$ cat src/rtl/alu_cmd_sequencer.sv
// Queued command driver for an 8-bit fixed-latency ALU with valid/ready on both sides.
// Optional ALU_SELF_CHECK_EN adds a reference model that flags a sticky mismatch.
module alu_cmd_sequencer #(
  parameter int DEPTH   = 4,
  parameter int ALU_LAT = 2
) (
  input  logic       clk,
  input  logic       rst,
  input  logic       cmd_valid,
  output logic       cmd_ready,
  input  logic [7:0] cmd_a,
  input  logic [7:0] cmd_b,
  input  logic [2:0] cmd_func,
  output logic [7:0] alu_a,
  output logic [7:0] alu_b,
  output logic [2:0] alu_func,
  input  logic [7:0] alu_out,
  input  logic       alu_carry,
  output logic       rsp_valid,
  input  logic       rsp_ready,
  output logic [7:0] rsp_data,
  output logic       rsp_carry,
  output logic [2:0] rsp_func,
  output logic       busy,
  output logic       mismatch
);

  localparam int AW = $clog2(DEPTH);

  typedef enum logic [1:0] {
    S_IDLE,
    S_WAIT,
    S_RESP
  } state_t;

  state_t state, state_nxt;

  logic [18:0]   mem [DEPTH];
  logic [AW-1:0] wr_ptr, rd_ptr;
  logic [AW:0]   count;
  logic [3:0]    lat_cnt;

  logic push, pop, lat_done;
  logic issue, capture, release_rsp;

  assign cmd_ready = (count != (AW+1)'(DEPTH));
  assign push      = cmd_valid && cmd_ready;
  assign lat_done  = (lat_cnt == 4'(ALU_LAT - 1));
  assign busy      = (state != S_IDLE) || (count != '0);

  always_ff @(posedge clk or posedge rst) begin
    if (rst) state <= S_IDLE;
    else     state <= state_nxt;
  end

  always_comb begin
    state_nxt = state;
    unique case (state)
      S_IDLE: if (count != '0) state_nxt = S_WAIT;
      S_WAIT: if (lat_done) state_nxt = S_RESP;
      S_RESP: if (rsp_ready) state_nxt = S_IDLE;
      default: state_nxt = S_IDLE;
    endcase
  end

  always_comb begin
    issue       = 1'b0;
    capture     = 1'b0;
    release_rsp = 1'b0;
    unique case (state)
      S_IDLE: issue = (count != '0);
      S_WAIT: capture = lat_done;
      S_RESP: release_rsp = rsp_ready;
      default: ;
    endcase
  end

  assign pop = issue;

  // Storage has no reset: occupancy is tracked by count alone.
  always_ff @(posedge clk) begin
    if (push) mem[wr_ptr] <= {cmd_a, cmd_b, cmd_func};
  end

  always_ff @(posedge clk or posedge rst) begin
    if (rst) begin
      wr_ptr <= '0;
      rd_ptr <= '0;
      count  <= '0;
    end else begin
      if (push) wr_ptr <= wr_ptr + 1'b1;
      if (pop)  rd_ptr <= rd_ptr + 1'b1;
      unique case ({push, pop})
        2'b10:   count <= count + 1'b1;
        2'b01:   count <= count - 1'b1;
        default: count <= count;
      endcase
    end
  end

  always_ff @(posedge clk or posedge rst) begin
    if (rst) begin
      alu_a     <= '0;
      alu_b     <= '0;
      alu_func  <= '0;
      lat_cnt   <= '0;
      rsp_valid <= 1'b0;
      rsp_data  <= '0;
      rsp_carry <= 1'b0;
      rsp_func  <= '0;
    end else begin
      if (issue) begin
        {alu_a, alu_b, alu_func} <= mem[rd_ptr];
        lat_cnt <= '0;
      end else if (state == S_WAIT) begin
        lat_cnt <= lat_cnt + 1'b1;
      end
      if (capture) begin
        rsp_data  <= alu_out;
        rsp_carry <= alu_carry;
        rsp_func  <= alu_func;
        rsp_valid <= 1'b1;
      end else if (release_rsp) begin
        rsp_valid <= 1'b0;
      end
    end
  end

`ifdef ALU_SELF_CHECK_EN
  logic [8:0] ref_res;
  logic       ref_err;

  always_comb begin
    ref_res = '0;
    unique case (alu_func)
      3'b000: ref_res = {1'b0, alu_a} + {1'b0, alu_b};
      3'b001: ref_res = {1'b0, alu_a - alu_b};
      3'b010: ref_res = {1'b0, alu_a};
      3'b011: ref_res = {1'b0, alu_a[6:0], 1'b0};
      3'b100: ref_res = {2'b00, alu_a[7:1]};
      3'b101: ref_res = {1'b0, alu_a & alu_b};
      3'b110: ref_res = {1'b0, ~alu_a};
      3'b111: ref_res = {1'b0, alu_a | alu_b};
      default: ref_res = '0;
    endcase
  end

  // Carry is only meaningful for add.
  assign ref_err = (ref_res[7:0] != alu_out) ||
                   ((alu_func == 3'b000) && (ref_res[8] != alu_carry));

  always_ff @(posedge clk or posedge rst) begin
    if (rst)                    mismatch <= 1'b0;
    else if (capture && ref_err) mismatch <= 1'b1;
  end
`else
  assign mismatch = 1'b0;
`endif

endmodule
$ cat config.mk
export PLATFORM = sky130hd
export DESIGN_NAME = alu_cmd_sequencer
export DESIGN_NICKNAME = d
export VERILOG_FILES = /design/src/rtl/alu_cmd_sequencer.sv
export SDC_FILE = /design/constraint.sdc
export NUM_CORES = 1
export LEC_CHECK = 0
export ABC_AREA = 1
export CORE_ASPECT_RATIO = 1.75
export CORE_UTILIZATION = 45
export CTS_CLUSTER_SIZE = 30
export DETAILED_ROUTE_END_ITERATION = 10
export PLACE_DENSITY = 0.66
export SYNTH_ARGS = -nofsm -noshare
export SYNTH_HDL_FRONTEND = slang
export SYNTH_SLANG_ARGS = --single-unit
export TNS_END_PERCENT = 5
$ cat constraint.sdc
create_clock -name clk -period 3.65 [get_ports clk]
set_clock_uncertainty 0.2 [all_clocks]
set_input_delay 0.9125 -clock clk [delete_from_list [all_inputs] [get_ports clk]]
set_output_delay 0.9125 -clock clk [all_outputs]
set_load 0.005 [all_outputs]
### Word-level counts from Yosys, hierarchy flattened

Memories as Yosys holds them, arrays and structs flattened. A register that Yosys moved wholly into a read port is not among the register bits.
Cells that the tools add are included.

* $add $sub $neg: 5
* mux-type cells: 14
* $lt $le $gt $ge: 0
* reduce and logical (&&, ||, !) cells: 9
* equality and inequality tests: 9
* bitwise operators: 0
* $mul: 0
* div/mod/pow operators: 0
* shifts and indexed selects: 0

Operators by type and width (count)
* $mux 4: 2
* $reduce_bool 2->1: 4
* $mux 1: 7
* $mux 2: 3
* $ne 2x2->1 const B: 3
* $pmux 2 s3: 1
* $pmux 3 s2: 1
* $add 2x1->2 const B: 2
* $add 4x1->4 const B: 1
* $eq 2x1->1 const B: 2
* $eq 2x2->1 const B: 2
* $eq 4x1->1 const B: 1
* $add 3x1->3 const B: 1
* $ne 3x3->1 const B: 1
* $reduce_and 3->1: 1
* $reduce_bool 3->1: 1
* $sub 3x1->3 const B: 1
* $logic_not 2->1: 1
* $logic_and 1x1->1: 1
* $logic_or 1x1->1: 1

* bits in latches: 0
* register bits: 26
* ROM bits: 0
* RAM bits: 76
* output and inout port bits: 35
* memories kept: 1
* word-level logic and storage cells: 47

Memories
* mem: depth 4, width 19, rd ports 1, clocked after Yosys merged registers in 1, write ports 1, line 38 `logic [18:0] mem [DEPTH];`

### Depth between registers and ports, before layout

* depth after elaboration: 4
* mapped depth: 12
* gate-level depth less buffers: 11

### Least setup slack after synthesis

OpenSTA, ideal clock, no wires.

* kind: input-to-reg
* from: in cmd_valid
* to: mem mem[0][0] (enable)
* path slack: 1219 ps
* stages: 2
* arrival: 1837 ps
* data required time: 3055 ps
* cells stage by stage: nand2_2 -> nor2_1

* longest elaborated chain between the ends: 3

Ends and longest elaborated chain
* from (decl): line 9 `input logic cmd_valid,`
* $logic_and 1x1->1: line 47 `assign push = cmd_valid && cmd_ready;`
* $mux 1: line 82 `if (push) mem[wr_ptr] <= {cmd_a, cmd_b, cmd_func};`
* $mux 1 (not written as such): line 82
* to (decl): line 38

Every way passes these cells.

### Final worst setup path

* from: reg state[1]
* to: out busy

* longest elaborated chain between the ends: 2

Ends and longest elaborated chain
* from (decl): line 36 `state_t state, state_nxt;`
* from (signal assigned): line 53 `else state <= state_nxt;`
* $reduce_bool 2->1: line 49 `assign busy = (state != S_IDLE) || (count != '0);`
* $logic_or 1x1->1: line 49
* to (decl): line 24 `output logic busy,`

Every way passes these cells.

==> metrics.cfg <==
[sta]
tns_ns=0
finalMaxSlewViolations=0
fin_crit_ns=2.70
finalCritPeriodShare_pct=74.0
rsz0062_at_grt=false
worstMarginPinSlew_ns=0.934
slew_headroom_pct=37.7
fmax_ghz=0.370
final-hold-violation-count=0
finalSetupViolations=0

[floorplanning]
die-area_um2=11900
initial_core_util_pct=46.3
rows=51
io_pins=67
die_h_um=144
chipWidth_um=83.0
core_area_um2=11200

[setup_path]
crit_required_ns=2.54
crit_fanout=4
critPathArrivalTime_ns=1.59
critPathCaptureType=output pin
slowest_stage=clkdlybuf4s50_1
r2r-start=state[1]
cp-start-kind=flip-flop
path_delay_family=buffers and inverters
path_cells=nor2_1 -> nand3_1 -> clkdlybuf4s50_1
slowest_delay_ns=0.45
critPathBufInv=1
reg2reg_depth=9
crit_cells=3
r2r-end=count[2]
critical_path_class=flip-flop to output pin
rrSetupSlack_ns=1.23

[routing]
drt_iter0_drc=195
wl_per_cell_um=13.1
wl_um=9730
via_count=3437
viasPerCell=4.62
drc_errors=0
ant_nets=0
firstDrtPassIters=6

[pwr]
static-leakage-power_nw=3.11
power_density_nw_per_um2=865
peakVddDrop_uv=535

[cells_and_area]
finalNetCount=639
drive_gt1_share_pct=8.50
antenna_cells=0
layout.cells.most_common=nand2_1
stdcell_count=744
syn_to_final_growth_pct=26.6
final_cell_mix=183 x nand2_1, 104 x inv_1, 76 x edfxtp_1

[global_routing]
grt_antenna_before_repair=0
grt-ovfl-total=0
gr-usage-all-layers_pct=17.9
grt_max_degree=46
grt_pass1_vias=3379
grt_pass1_wl_um=16200

[clocking]
cts_root_buffer=clkbuf_16
post_cts_buffers=0
clk_path_buf_depth=2
numCtsBuffers=17
cts_tree=built
cts.sinks=121
cts_resized=0
htree_levels=4
insertion_delay_ns=0.41
clk_pin_slew_ns=0.06
cts_hold_buf=0

[job]
cap_violations=0

[worst_hold_path]
hold_end=alu_b[1]
hold_path.class=flip-flop to flip-flop
holdPathStages=2
hold_start=alu_b[1]

[logic_synthesis]
syn_area_um2=5170
ys_ff_latch=121
syn-instance-count=523
syn_nets=563
yosysSeqAreaShare_pct=65.9
ys_warn_count=0
ys_types=24
avgSynthCellArea_um2=9.89

[place]
gp_congestion=0.779
io_buffers=65
dpl.cell_count=712
dpl.hpwl_um=6340

[outcome]
status=complete, no violations

state kept, by name, indices dropped and copies added (netlist names):
name,flops
rsp_valid,1
rsp_data,8
mem,76
count,3
state,2
rsp_carry,1
rsp_func,3
alu_func,3
alu_b,8
wr_ptr,2
alu_a,8
lat_cnt,4
rd_ptr,2
where the power goes:
| part | leakage (nW) | internal (mW) | switching (mW) |
|---|---|---|---|
| sequential | 1.25 | 1.90 | 0.193 |
| clock | 0.283 | 1.02 | 0.623 |
| combinational | 1.58 | 0.807 | 1.13 |
| total | 3.11 | 3.72 | 1.94 |
worst min-delay path, stage by stage, from the launching register on:
cell and delay (ns):
dfrtp_1 0.34, nand2_1 0.05, nand2_1 0.05
cells by family after synthesis:
family          count (synthesis)  share of synthesized area, %
buf+inv                       126                          9.87
xor+xnor                        6                          1.02
flops                         121                          65.9
compound gates                 16                          1.62
simple gates                  245                          19.4
fa+ha+maj                       8                          2.08
other cells                     1                        0.0725
per-layer routing:
metal	vias to the layer above	GRT usage, %	share of wire, %
met3	15	4.19	4.9
met1	1577	19.5	39
met4	0	8.44	1.8
met5	-	0	0
li1	1763	-	-
met2	82	32.5	54
how the worst max path moves through the flow:
stage	start	endpoint	slack (ns)
floorplan	cmd_valid	mem[0][0]	1.22
global placement	cmd_valid	count[2]	0.87
detailed placement	cmd_valid	count[2]	0.84
CTS	state[1]	busy	0.93
global route	state[1]	busy	0.86
finish	state[1]	busy	0.95
synth_stat cells:
cell         n  area [µm²]
clkbuf_1     3        11.3
buf_6        1        11.3
nand3_1     47         235
dfrtp_1     45        1130
nand2_1    183         687
clkbuf_2     1        5.00
nor2_4       1        11.3
buf_2        8        40.0
buf_4        5        37.5
inv_2        3        11.3
or2_2        2        12.5
inv_1      105         394
fa_1         1        20.0
o2bb2ai_1    1        8.76
conb_1       1        3.75
o21ai_0     15        75.1
nor2_1       8        30.0
ha_1         7        87.6
xnor2_1      2        17.5
nand2_2      2        12.5
nand3_2      1        10.0
edfxtp_1    76        2280
xor2_1       4        35.0
nor2_2       1        6.26
per-stage QoR:
| stage | cell area [µm²] | hold WS [ns] | setup slack (ns) | power (mW) | utilization, % |
|---|---|---|---|---|---|
| after detailed placement | 5960 | 0.269 | 0.839 | 4.06 | 53.3 |
| after global placement | 5960 | 0.263 | 0.867 | 3.99 | 53.3 |
| after floorplan | 5170 | 0.272 | 1.22 | 3.33 | - |
| final | 6550 | 0.281 | 0.948 | 5.67 | 58.6 |
| after global routing | 6550 | 0.293 | 0.862 | 6.07 | 58.6 |
| after CTS | 6550 | 0.283 | 0.926 | 5.73 | 58.6 |
cell type report:
type | count | area [µm²]
Fill cell | 923 | 4620
Clock buffer | 18 | 429
Clock inverter | 14 | 163
Multi-Input combinational cell | 276 | 1250
Sequential cell | 121 | 3410
Tap cell | 132 | 165
Inverter | 108 | 405
Timing Repair Buffer | 75 | 726
(Power assumes the default switching activity.)
